==> src/rtl/shift_reg_sipo_rx_pkg.sv <==
// Constants and helpers shared by the serial receiver and its shift core.
package shift_reg_sipo_rx_pkg;

  // Word length shared with the 4-bit PISO transmitter on the other end of the link.
  localparam int DEFAULT_WIDTH = 4;

  // Ceiling log2, used to size the bit counter from the word length.
  function automatic int clog2(input int value);
    int result;
    result = 0;
    for (int i = 0; i < 31; i++) begin
      if ((32'sd1 <<< i) < value) begin
        result = i + 1;
      end else begin
        result = result;
      end
    end
    return result;
  endfunction

endpackage

==> src/rtl/shift_reg_sipo_rx_sipo_shift_core.sv <==
// Shift register plus bit counter. It assembles MSB-first words from qualified
// serial bits and strobes word_done on the edge that carries the last bit.
module sipo_shift_core
  import shift_reg_sipo_rx_pkg::*;
#(
  parameter int WIDTH = DEFAULT_WIDTH,
  localparam int CNT_W = clog2(WIDTH)
) (
  input  logic             clk,
  input  logic             rst_n,
  input  logic             si,
  input  logic             sh,
  input  logic             sync,
  output logic [WIDTH-1:0] word,
  output logic             word_done,
  output logic             busy
);

  localparam logic [CNT_W-1:0] LAST_IDX = CNT_W'(WIDTH - 1);
  localparam logic [CNT_W-1:0] CNT_ONE  = CNT_W'(1);
  localparam logic [CNT_W-1:0] CNT_ZERO = CNT_W'(0);

  logic [WIDTH-1:0] sreg_r;
  logic [CNT_W-1:0] cnt_r;

  // The word presented on a completing edge includes the bit being sampled now.
  assign word      = {sreg_r[WIDTH-2:0], si};
  // A realign on the final-bit edge suppresses completion.
  assign word_done = sh & ~sync & (cnt_r == LAST_IDX);
  assign busy      = (cnt_r != CNT_ZERO);

  // Shift and count on qualified edges; realign restarts the frame, keeping SI if it is valid.
  always_ff @(posedge clk or negedge rst_n) begin
    if (!rst_n) begin
      sreg_r <= {WIDTH{1'b0}};
      cnt_r  <= CNT_ZERO;
    end else if (sync) begin
      sreg_r <= sh ? {{(WIDTH-1){1'b0}}, si} : {WIDTH{1'b0}};
      cnt_r  <= sh ? CNT_ONE : CNT_ZERO;
    end else if (sh) begin
      sreg_r <= word;
      cnt_r  <= (cnt_r == LAST_IDX) ? CNT_ZERO : cnt_r + CNT_ONE;
    end else begin
      sreg_r <= sreg_r;
      cnt_r  <= cnt_r;
    end
  end

endmodule

==> src/rtl/shift_reg_sipo_rx.sv <==
// Serial-in parallel-out receiver: assembles words from the serial link and
// hands them downstream through a single holding register with VALID/RDY.
// Words completing while the holder is occupied and not draining are dropped
// and recorded in a sticky overflow flag.
module shift_reg_sipo_rx
  import shift_reg_sipo_rx_pkg::*;
#(
  parameter int WIDTH = DEFAULT_WIDTH
) (
  input  logic             CLK,
  input  logic             nRST,
  input  logic             SI,
  input  logic             SH,
  input  logic             SYNC,
  input  logic             RDY,
  input  logic             OVF_CLR,
  output logic [WIDTH-1:0] Q,
  output logic             VALID,
  output logic             OVF,
  output logic             BUSY
);

  logic [WIDTH-1:0] word_s;
  logic             word_done_s;
  logic             busy_s;
  logic             load_s;
  logic             drop_s;
  logic [WIDTH-1:0] q_r;
  logic             valid_r;
  logic             ovf_r;

  sipo_shift_core #(
    .WIDTH(WIDTH)
  ) u_core (
    .clk      (CLK),
    .rst_n    (nRST),
    .si       (SI),
    .sh       (SH),
    .sync     (SYNC),
    .word     (word_s),
    .word_done(word_done_s),
    .busy     (busy_s)
  );

  // The holder is free when empty or being drained on this same edge.
  assign load_s = word_done_s & (~valid_r | RDY);
  assign drop_s = word_done_s & valid_r & ~RDY;

  // Output holding register and handshake state.
  always_ff @(posedge CLK or negedge nRST) begin
    if (!nRST) begin
      q_r     <= {WIDTH{1'b0}};
      valid_r <= 1'b0;
    end else if (load_s) begin
      q_r     <= word_s;
      valid_r <= 1'b1;
    end else if (valid_r && RDY) begin
      q_r     <= q_r;
      valid_r <= 1'b0;
    end else begin
      q_r     <= q_r;
      valid_r <= valid_r;
    end
  end

  // Sticky overflow; a drop on the same edge as a clear keeps the flag set.
  always_ff @(posedge CLK or negedge nRST) begin
    if (!nRST) begin
      ovf_r <= 1'b0;
    end else if (drop_s) begin
      ovf_r <= 1'b1;
    end else if (OVF_CLR) begin
      ovf_r <= 1'b0;
    end else begin
      ovf_r <= ovf_r;
    end
  end

  assign Q     = q_r;
  assign VALID = valid_r;
  assign OVF   = ovf_r;
  assign BUSY  = busy_s;

endmodule

==> config.mk <==
export PLATFORM = sky130hd
export DESIGN_NAME = shift_reg_sipo_rx
export DESIGN_NICKNAME = d
export VERILOG_FILES = /design/src/rtl/shift_reg_sipo_rx_pkg.sv /design/src/rtl/shift_reg_sipo_rx_sipo_shift_core.sv /design/src/rtl/shift_reg_sipo_rx.sv
export SDC_FILE = /design/constraint.sdc
export NUM_CORES = 1
export LEC_CHECK = 0
export ABC_AREA = 1
export CORE_AREA = 2 2 39 41
export DETAILED_ROUTE_END_ITERATION = 10
export DIE_AREA = 0 0 41 43
export DONT_BUFFER_PORTS = 1
export PLACE_DENSITY = 0.58
export REMOVE_ABC_BUFFERS = 1
export SLEW_MARGIN = 10
export SYNTH_ARGS = -nofsm -noshare
export SYNTH_HDL_FRONTEND = slang
export SYNTH_SLANG_ARGS = --single-unit
==> constraint.sdc <==
create_clock -name CLK -period 0.93 [get_ports CLK]
set_input_delay 0 -clock CLK [delete_from_list [all_inputs] [get_ports CLK]]
set_output_delay 0 -clock CLK [all_outputs]
set_load 0.02 [all_outputs]
==> summary.txt, run 1 <==
Critical path
  – Worst path required time: 930 ps
  – Worst-path cell chain: buf_6 -> inv_4 -> ha_4 -> inv_4
  – CP max stage cell: dfrtp_1
  – Worst setup EP type: output port
  – CP startpoint: u_core.cnt_r[0]
  – Stages on worst setup path: 4
  – Worst R2R Start: u_core.cnt_r[0]
  – Worst path arrival time: 1000 ps
  – Worst Setup Start Kind: register
  – Reg2Reg Depth: 5
  – Buffers and inverters on the worst path: 3
  – Most Frequent Cell on Critical Path: inv_4
  – Crit-path max FO: 2
  – CP top delay family: flip-flops
  – Type of the worst setup path: reg -> out
  – Peak per-stage delay on the critical path: 390 ps

Floorplan
  – # IOs: 14
  – Core Region: 1380 sq um
  – Initial Utilization: 36.7%
  – Die Y: 43 microns
  – Row count: 14
  – Die area: 1760 sq um
  – DIE WIDTH: 41 microns

Clock network
  – CTS buffer count: 3
  – Clk buf depth: 2
  – CTS root buf: clkbuf_4
  – CTS HTree Levels: 1
  – TritonCTS clock tree: yes
  – Worst-path clk slew: 70 ps
  – CTS sink cnt: 11
  – Skew-Pair Late Insertion Delay: 270 ps

Pwr
  – Pwr dens: 1620 nW/um^2
  – Sequential share of power: 51.9%
  – Sw Share: 30.2%
  – P_sw: 0.345 mW
  – Worst vdd ir: 0.000747 V
  – Leakage Power: 0.352 nW
  – Int Pwr: 0.797 mW
  – Power share of the clock group: 28.4%
  – Combinational share of power: 19.7%

Detailed routing
  – ANT nets after route: 0
  – Routed Wire Length: 935 microns
  – Initial drt markers: 2
  – Via count: 404
  – Routed wire length per instance: 10.9 microns
  – DRT Pass-1 Iters: 2
  – Via density: 4.70
  – # DRC: 0

Global routing
  – Largest net degree at the start of global routing: 12
  – Global route total overflow: 0
  – Total GRT Usage: 14.1%
  – Initial antenna violation count: 0
  – Vias in the first global route: 402
  – Global-route wire length before repair: 1610 microns

Cells and area
  – Reg area: 275 sq um
  – Area grow syn2layout: 38.9%
  – Layout cell share with drive strength beyond 1: 34.3%
  – ANT cells: 0
  – Fillers: 126
  – Multi-input gate area: 231 sq um
  – Nets: 80
  – Post-route insts no fill: 86
  – Core Util, Final: 51.0%

Outcome
  – Result of the run: finished with violations
  – Failing checks: setup timing

Worst hold path
  – Min-Delay Path Class: in -> async

Yosys
  – Library cells used by synthesis: 14
  – Main flop type after synthesis: dfrtp_1
  – FFs w/ async S/R, synth: 100%
  – Top-count cell post-synth: nand2_1
  – Post-synthesis sequential area ratio: 54.2%
  – Synth top cells by count: nand2_1, dfrtp_1, inv_1, o21ai_0, nand4_1
  – Leading area contributor after synthesis: dfrtp_1
  – Post-synth EDFFs: 0
  – Synth Warn #: 0
  – Cells after Synth: 53
  – Yosys top cell area share: 54.2%
  – Syn avg cell area: 9.58 sq um
  – Largest cells by area after synthesis: dfrtp_1, nand2_1, inv_1, ha_1, nand4_1
  – Synth Register Bits: 11
  – Cell area after synthesis: 508 sq um

STA
  – Final Skew: 4.72 ps
  – Final Hold Viols: 0
  – Setup tns final: -392 ps
  – Slew HR: 67.8%
  – Post-route minimum period: 1000 ps
  – RSZ-0062 raised after global routing: true
  – Worst-Margin Slew: 482 ps
  – Peak Freq: 1.00 GHz
  – PnR worst setup slack: -70.0 ps
  – # setup viols final: 9
  – Fin crit share: 108%
  – Max Slew Vio Count: 0

Run
  – Max Cap Viol: 0

Place
  – RePlAce Congestion: 0.695
  – Cell count after placement: 75
  – Port bufs: 0
  – Final HPWL DP: 666 microns
[state kept, by name, summed over array words and instances (netlist names)]
name,flops
OVF,1
u_core.sreg_r,3
VALID,1
u_core.cnt_r,2
Q,4
[stage by stage]
| stage | hold WS [ps] | power, mW | instance area [sq um] | setup WS [ps] |
|---|---|---|---|---|
| 3_3_place_gp | -295 | 0.731 | 573 | -125 |
| 3_5_place_dp | -295 | 0.735 | 573 | -172 |
| 6_report | 123 | 1.14 | 706 | -70.0 |
| 4_1_cts | 132 | 1.11 | 664 | -109 |
| 5_1_grt | 137 | 1.22 | 706 | -123 |
| 2_1_floorplan | -296 | 0.694 | 508 | -96.2 |
[per-layer routing]
layer  GRT usage [%]  up-vias  wire (microns)
li1                -      206               -
met2            19.7       12             470
met5               0        -               0
met4            10.0        0               0
met3            6.28        0              57
met1            16.3      186             406
[power by group through the flow]
stage,sequential (mW),combinational (mW),clock (mW)
detailed placement,0.599,0.136,0
global placement,0.595,0.135,0
global route,0.600,0.247,0.373
finish,0.593,0.225,0.325
CTS,0.590,0.183,0.339
floorplan,0.603,0.0903,0
[worst register-to-register path, stage by stage, from the launching register on]
cell	delay [ps]
dfrtp_1	390
buf_4	140
ha_4	180
nor2_2	80
o21ai_1	60
o21ai_1	80
[path summary, 6_finish.rpt]
check | endpoint | slack (ps)
max | BUSY | -70
min | Q[0] | 120
max reg2reg | u_core.cnt_r[0] | -70
min reg2reg | Q[3] | 480
max in group asynchronous | u_core.cnt_r[1] | 480
min in group CLK | Q[3] | 130
[repair_timing]
item / CTS / global route
hold buffers: 5 / 0
pin swaps: 1 / 1
hold endpoints to repair: 22 / 0
endpoints found under the setup margin: 9 / 10
resized for setup: 5 / 12
buffers inserted: 0 / 2
[area by class of cell]
class                   count  share of cell area [%]
flip-flops and latches     11                    39.0
multi-input cells          33                    32.8
repair buffers             13                    16.1
inverters                   9                    5.50
clock buffers               4                    3.72
well taps                  16                    2.84
[layout by cell type, fill, tap and decap left out, drive strengths merged]
master and count:
o21ai 6, nand3 2, ha 2, buf 8
inv 9, nand4 4, dlygate4sd3 5, clkbuf 4
dfrtp 11, nand2 16, nor2 2, o22ai 1
[logic make-up after synthesis]
logic type,after synthesis,share of synthesized area [%]
and+or+nand+nor,24,26.4
DFF,11,54.2
buffers and inverters,9,6.65
AOI/OAI and AO/OA,7,7.88
adders and majority gates,2,4.93
No activity file was read; power rests on OpenSTA's default activity.
==> run 2, diff against run 1 <==
==> constraint.sdc (replaced) <==
create_clock -name CLK -period 0.86 [get_ports CLK]
set_input_delay 0 -clock CLK [delete_from_list [all_inputs] [get_ports CLK]]
set_output_delay 0 -clock CLK [all_outputs]
set_load 0.02 [all_outputs]
==> run 2 against run 1 <==
Against the previous run: the flow still finishes with violations (setup timing); wire length up 0.11%; critical path depth unchanged; register-to-register slack got worse by 70 ps; total power is 11% higher; final area up 2.3%; via count fell by 0.74%; clock power rose by 8.9%; largest cell class unchanged; non-clock buffer count up 1; core utilization up 1.2 points; sequential share of layout area shrank 0.88 points; highest routed layer is now met4.
==> summary.txt, run 2 (same netlist as run 1, synthesis figures left out) <==
Pwr
  – Power share of the clock group: 27.9% (-0.5 points)
  – Int Pwr: 0.884 mW (+11%)
  – Combinational share of power: 24.6% (+4.9 points)
  – Worst vdd ir: 0.000789 V (+5.6%)
  – Leakage Power: 0.376 nW (+7.0%)
  – Sequential share of power: 47.5% (-4.4 points)
  – Power Total: 1.27 mW (+11%)
  – Sw Share: 30.2% (-0.061 points)
  – Pwr dens: 1750 nW/um^2 (+8.4%)
  – P_sw: 0.382 mW (+11%)

Critical path
  – R2R Path End: u_core.cnt_r[0]
  – Peak per-stage delay on the critical path: 380 ps (about the same)
  – Buffers and inverters on the worst path: 3 (unchanged)
  – Reg-to-reg setup timing slack: -140 ps (-70 ps)
  – Most Frequent Cell on Critical Path: inv_4
  – Worst Setup Start Kind: register
  – Reg2Reg Depth: 5 (unchanged)
  – Type of the worst setup path: reg -> out
  – Worst path required time: 860 ps (-70 ps)
  – Worst path arrival time: 1020 ps (+20 ps)
  – Worst R2R Start: u_core.cnt_r[0]
  – Crit-path max FO: 2 (unchanged)
  – CP top delay family: flip-flops
  – Worst-path cell chain: buf_4 -> inv_4 -> ha_4 -> inv_4
  – Worst setup EP type: output port
  – CP max stage cell: dfrtp_1

Clock network
  – CTS HTree Levels: 1 (unchanged)
  – CTS sink cnt: 11 (unchanged)
  – Worst-path clk slew: 70 ps (about the same)
  – Skew-Pair Late Insertion Delay: 260 ps (about the same)
  – Clk buf depth: 2 (unchanged)
  – CTS root buf: clkbuf_4
  – CTS buffer count: 3 (unchanged)
  – TritonCTS clock tree: yes

STA
  – Slew HR: 66.6% (-1.2 points)
  – Peak Freq: 0.982 GHz
  – Setup tns final: -1040 ps (-646 ps)
  – Final Hold Viols: 0 (unchanged)
  – Hold slack: 63.9 ps (-59.5 ps)
  – Post-route minimum period: 1020 ps
  – RSZ-0062 raised after global routing: true
  – # setup viols final: 9 (unchanged)
  – Worst-Margin Slew: 499 ps (+17.4 ps)
  – Max Slew Vio Count: 0 (unchanged)
  – Fin crit share: 118%
  – Final Skew: 2.40 ps (-2.32 ps)
  – PnR worst setup slack: -159 ps (-88.8 ps)

Worst hold path
  – Hold Crit Endpoint: Q[2]
  – Min-delay src: RDY
  – WHS Path Cells: 4
  – Min-Delay Path Class: in -> reg

Global routing
  – Largest net degree at the start of global routing: 12 (unchanged)
  – Initial antenna violation count: 0 (unchanged)
  – Global-route wire length before repair: 1730 microns (+6.9%)
  – Global route total overflow: 0 (unchanged)
  – Total GRT Usage: 15.0% (+0.94 points)
  – Vias in the first global route: 413 (+2.7%)

Cells and area
  – Number of flip-flops in the largest register: 4 (unchanged)
  – Reg area: 275 sq um (unchanged)
  – Most frequent cells in the layout: dfrtp_1, nand2_1, buf_4
  – ANT cells: 0 (unchanged)
  – Layout cell share with drive strength beyond 1: 36.6% (+2.3 points)
  – Fillers: 134 (+6.3%)
  – Multi-input gate area: 241 sq um (+4.3%)
  – Nets: 81 (+1.3%)
  – Area grow syn2layout: 42.1%

Detailed routing
  – Routed Wire Length: 936 microns (+0.11%)
  – # DRC: 0 (unchanged)
  – ANT nets after route: 0 (unchanged)
  – Initial drt markers: 1 (-1)
  – Via count: 401 (-0.74%)
  – Routed wire length per instance: 10.8 microns (-1.0%)
  – DRT Pass-1 Iters: 2 (unchanged)
  – Via density: 4.61 (-1.9%)

Outcome
  – Result of the run: finished with violations
  – Failing checks: setup timing

Floorplan
  – DIE WIDTH: 41 microns (unchanged)
  – Die area: 1760 sq um (unchanged)
  – Core Region: 1380 sq um (unchanged)
  – # IOs: 14 (unchanged)
  – Row count: 14 (unchanged)
  – Die Y: 43 microns (unchanged)
  – Initial Utilization: 36.7% (unchanged)

Run
  – Max Cap Viol: 0 (unchanged)

Place
  – RePlAce Congestion: 0.692 (-0.46%)
  – Final HPWL DP: 657 microns (-1.3%)
  – Port bufs: 0 (unchanged)
## run 2: routing by layer
layer / routed length [microns] / global-route usage [%] / up-vias / share of wire (%)
li1: - / - / 208 / -
met4: 11 / 12.0 / 0 / 1.2
met3: 52 / 3.14 / 2 / 5.6
met5: 0 / 0 / - / 0
met1: 428 / 19.4 / 180 / 46
met2: 444 / 20.6 / 11 / 47
## run 2: worst register-to-register path: stages (launching register included)
cell     delay, ps
dfrtp_1        380
buf_4          140
ha_4           190
nor2_2          90
o21ai_1         60
o21ai_1         70
## run 2: how the worst max path moves through the flow
stage	from	to	cells past startpoint	slack, ps
floorplan	u_core.cnt_r[0]	u_core.cnt_r[0]	4	-170
global placement	u_core.cnt_r[0]	u_core.cnt_r[0]	4	-190
detailed placement	u_core.cnt_r[0]	u_core.cnt_r[0]	4	-230
CTS	u_core.cnt_r[0]	BUSY	4	-160
global route	u_core.cnt_r[0]	BUSY	4	-200
finish	u_core.cnt_r[0]	BUSY	4	-160
## run 2: final cells by class
type                            instances  area share [%]
Sequential cell                        11            38.1
Timing Repair Buffer                   14            16.6
Multi-Input combinational cell         33            33.4
Clock buffer                            4            3.64
Inverter                                9            5.37
Tap cell                               16            2.77
## run 2: power groups by stage
stage	Sequential, mW	Combinational (mW)	Clock [mW]
floorplan	0.652	0.0976	0
global placement	0.607	0.224	0
detailed placement	0.610	0.228	0
CTS	0.601	0.301	0.371
global route	0.608	0.340	0.394
finish	0.601	0.311	0.354
## run 2: metrics by stage
step	cells	area [sq um]	setup slack, ps	util [%]
2_1_floorplan	53	508	-166	-
3_3_place_gp	77	588	-195	42.5
3_5_place_dp	77	588	-228	42.5
4_1_cts	87	702	-165	50.7
5_1_grt	87	722	-201	52.2
6_report	87	722	-159	52.2
## run 2: repair_timing
item                                    CTS  global route
endpoints found under the setup margin    9            12
buffers inserted                          1             0
pin swaps                                 2             0
gates resized for setup                   8            11
hold endpoints to repair                 22             0
hold buffers                              5             0
==> run 3, diff against run 2 <==
--- a/config.mk
+++ b/config.mk
@@ -6,13 +6,14 @@
 export NUM_CORES = 1
 export LEC_CHECK = 0
 export ABC_AREA = 1
+export BUFFER_PORTS_ARGS = -buffer_cell sky130_fd_sc_hd__buf_2
 export CORE_AREA = 2 2 39 41
 export DETAILED_ROUTE_END_ITERATION = 10
 export DIE_AREA = 0 0 41 43
-export DONT_BUFFER_PORTS = 1
-export PLACE_DENSITY = 0.58
+export PLACE_DENSITY = 0.66
 export REMOVE_ABC_BUFFERS = 1
 export SLEW_MARGIN = 10
 export SYNTH_ARGS = -nofsm -noshare
 export SYNTH_HDL_FRONTEND = slang
+export SYNTH_HIERARCHICAL = 1
 export SYNTH_SLANG_ARGS = --single-unit
==> run 3 against run 2 <==
Against the previous run: the flow still finishes with violations (setup timing); final area down 0.17%; hold slack worse by 56 ps; highest routed layer unchanged; sequential power down 0.7%; global-route usage up 0.19 points; setup slack worse by 76 ps; core utilization down 0.090 points; synthesized cell count up 3.8%; clock-buffer cell count unchanged; via count up 7.5%; critical path type unchanged; die area unchanged; flip-flop and latch count unchanged; clock power down 3%; largest cell class unchanged.
==> summary.txt, run 3 <==
Critical path
  – Reg2Reg Depth: 4 (-1)
  – Worst path arrival time: 1090 ps (+70 ps)
  – CP startpoint: u_core/cnt_r[1]
  – Worst path required time: 860 ps (about the same)
  – Type of the worst setup path: reg -> out
  – Worst Setup Start Kind: register
  – Worst setup EP type: output port
  – Worst R2R Start: u_core/cnt_r[0]
  – R2R Path End: OVF
  – Crit-path max FO: 2 (unchanged)
  – Reg-to-reg setup timing slack: -160 ps (-20 ps)

Yosys
  – Syn avg cell area: 8.87 sq um (-7.4%)
  – Synth Register Bits: 11 (unchanged)
  – FFs w/ async S/R, synth: 100% (unchanged)
  – Top-count cell post-synth: nand2_1
  – Yosys top cell area share: 56.4% (+2.2 points)
  – Largest cells by area after synthesis: dfrtp_1, nand2_1, nand3_1, ha_1, inv_1
  – Synth Warn #: 6 (+6)
  – Post-synth EDFFs: 0 (unchanged)
  – Cells after Synth: 55 (+3.8%)
  – Post-synthesis sequential area ratio: 56.4% (+2.2 points)
  – Main flop type after synthesis: dfrtp_1
  – Synth top cells by count: nand2_1, dfrtp_1, nand3_1, inv_1
  – Cell area after synthesis: 488 sq um (-3.9%)
  – Library cells used by synthesis: 11 (-3)
  – Leading area contributor after synthesis: dfrtp_1

Worst hold path
  – Min-Delay Path Class: in -> reg
  – Min-delay src: RDY
  – Hold Crit Endpoint: OVF
  – WHS Path Cells: 4 (unchanged)

Detailed routing
  – Via count: 431 (+7.5%)
  – ANT nets after route: 0 (unchanged)
  – Routed Wire Length: 930 microns (-0.64%)
  – DRT Pass-1 Iters: 4 (+2)
  – Initial drt markers: 6 (+5)
  – # DRC: 0 (unchanged)
  – Via density: 4.54 (-1.6%)
  – Routed wire length per instance: 9.79 microns (-9.0%)

Place
  – RePlAce Congestion: 0.681 (-1.6%)
  – Cell count after placement: 88 (+14%)
  – Port bufs: 13 (+13)
  – Final HPWL DP: 674 microns (+2.5%)

Cells and area
  – Nets: 89 (+9.9%)
  – Core Util, Final: 52.1% (-0.090 points)
  – Layout cell share with drive strength beyond 1: 41.8% (+5.2 points)
  – Area grow syn2layout: 47.7%
  – Post-route insts no fill: 95 (+9.2%)
  – Commonest non-fill, non-tap cell in the layout: nand2_1
  – Number of flip-flops in the largest register: 4 (unchanged)
  – ANT cells: 0 (unchanged)
  – Most frequent cells in the layout: nand2_1, dfrtp_1, buf_2

Pwr
  – Pwr dens: 1710 nW/um^2 (-2.7%)
  – Combinational share of power: 23.7% (-0.9 points)
  – Worst vdd ir: 0.000884 V (+12%)
  – Sequential share of power: 48.5% (+1.0 points)
  – Leakage Power: 0.399 nW (+6.1%)
  – Sw Share: 28.6% (-1.6 points)
  – Int Pwr: 0.879 mW (-0.60%)
  – Power share of the clock group: 27.8% (about the same)
  – P_sw: 0.352 mW (-8.0%)

Clock network
  – Clk buf depth: 2 (unchanged)
  – CTS sink cnt: 11 (unchanged)
  – CTS buffer count: 3 (unchanged)
  – CTS HTree Levels: 1 (unchanged)
  – CTS root buf: clkbuf_4
  – Skew-Pair Late Insertion Delay: 260 ps (about the same)
  – Worst-path clk slew: 60 ps (about the same)
  – TritonCTS clock tree: yes

STA
  – Final Skew: 4.40 ps (+2.00 ps)
  – RSZ-0062 raised after global routing: true
  – PnR worst setup slack: -234 ps (-75.6 ps)
  – Post-route minimum period: 1090 ps (+75.6 ps)
  – # setup viols final: 8 (-1)
  – Final Hold Viols: 0 (unchanged)
  – Slew HR: 83.5% (+17 points)
  – Peak Freq: 0.914 GHz (-6.9%)
  – Max Slew Vio Count: 0 (unchanged)
  – Fin crit share: 127% (+8.8 points)
  – Setup tns final: -1290 ps (-248 ps)
  – Worst-Margin Slew: 248 ps (-251 ps)

Floorplan
  – Die Y: 43 microns (unchanged)
  – Die area: 1760 sq um (unchanged)
  – Core Region: 1380 sq um (unchanged)
  – # IOs: 14 (unchanged)
  – Row count: 14 (unchanged)
  – Initial Utilization: 35.3% (-1.4 points)
  – DIE WIDTH: 41 microns (unchanged)

Global routing
  – Total GRT Usage: 15.2% (+0.19 points)
  – Global route total overflow: 0 (unchanged)
  – Largest net degree at the start of global routing: 12 (unchanged)
  – Initial antenna violation count: 0 (unchanged)
  – Vias in the first global route: 436 (+5.6%)
  – Global-route wire length before repair: 1740 microns (+0.75%)

Outcome
  – Result of the run: finished with violations
  – Failing checks: setup timing

Run
  – Max Cap Viol: 0 (unchanged)
-- run 3: cell type report --
class / count / area (sq um)
Fill cell: 132 / 663
Sequential cell: 11 / 275
Multi-Input combinational cell: 37 / 215
Timing Repair Buffer: 21 / 156
Inverter: 6 / 27.5
Clock buffer: 4 / 26.3
Tap cell: 16 / 20.0
-- run 3: cells by family after synthesis --
family,Yosys count,share of synthesized area (%)
simple gates,34,31.3
flops,11,56.4
buf+inv,7,6.15
fa+ha+maj,2,5.13
compound gates,1,1.02
-- run 3: worst max path at each step --
stage | endpoint | cells after the start | slack [ps]
4_1_cts | BUSY | 5 | -250
3_3_place_gp | OVF | 4 | -220
6_report | BUSY | 5 | -230
5_1_grt | BUSY | 5 | -290
2_1_floorplan | OVF | 4 | -210
3_5_place_dp | OVF | 4 | -280
-- run 3: critical path, cell delays in order, from the launching register on --
cell	delay [ps]
dfrtp_1	400
buf_6	130
inv_4	50
ha_4	120
inv_2	30
buf_6	110
-- run 3: routing by layer --
layer | vias up | global-route usage [%] | share of wire [%]
li1 | 221 | - | -
met1 | 193 | 19.3 | 44
met2 | 15 | 20.3 | 50
met3 | 2 | 4.71 | 5.1
met4 | 0 | 12.0 | 1.5
met5 | - | 0 | 0
-- run 3: per-stage QoR --
step                      hold WS [ps]  total power [mW]  instance area [sq um]  setup WS, ps
after floorplan                   -296             0.721                    480          -213
after global placement            -123             0.829                    603          -220
after detailed placement          -115             0.830                    603          -278
after CTS                        0.476              1.25                    712          -250
after global routing              32.2              1.32                    721          -289
final                             7.66              1.23                    721          -234
-- run 3: power groups by stage --
stage          clock (mW)  combinational [mW]  sequential [mW]
2_1_floorplan           0              0.0731            0.648
3_3_place_gp            0               0.224            0.604
3_5_place_dp            0               0.226            0.605
4_1_cts             0.362               0.286            0.597
5_1_grt             0.393               0.327            0.604
6_report            0.342               0.292            0.597
-- run 3: timing repair --
action | in CTS | in global routing
resized for setup | 18 | 3
hold buffers | 3 | 0
buffers inserted | 1 | 0
hold endpoints to repair | 14 | 0
endpoints found under the setup margin | 9 | 9
pin swaps | 4 | 3
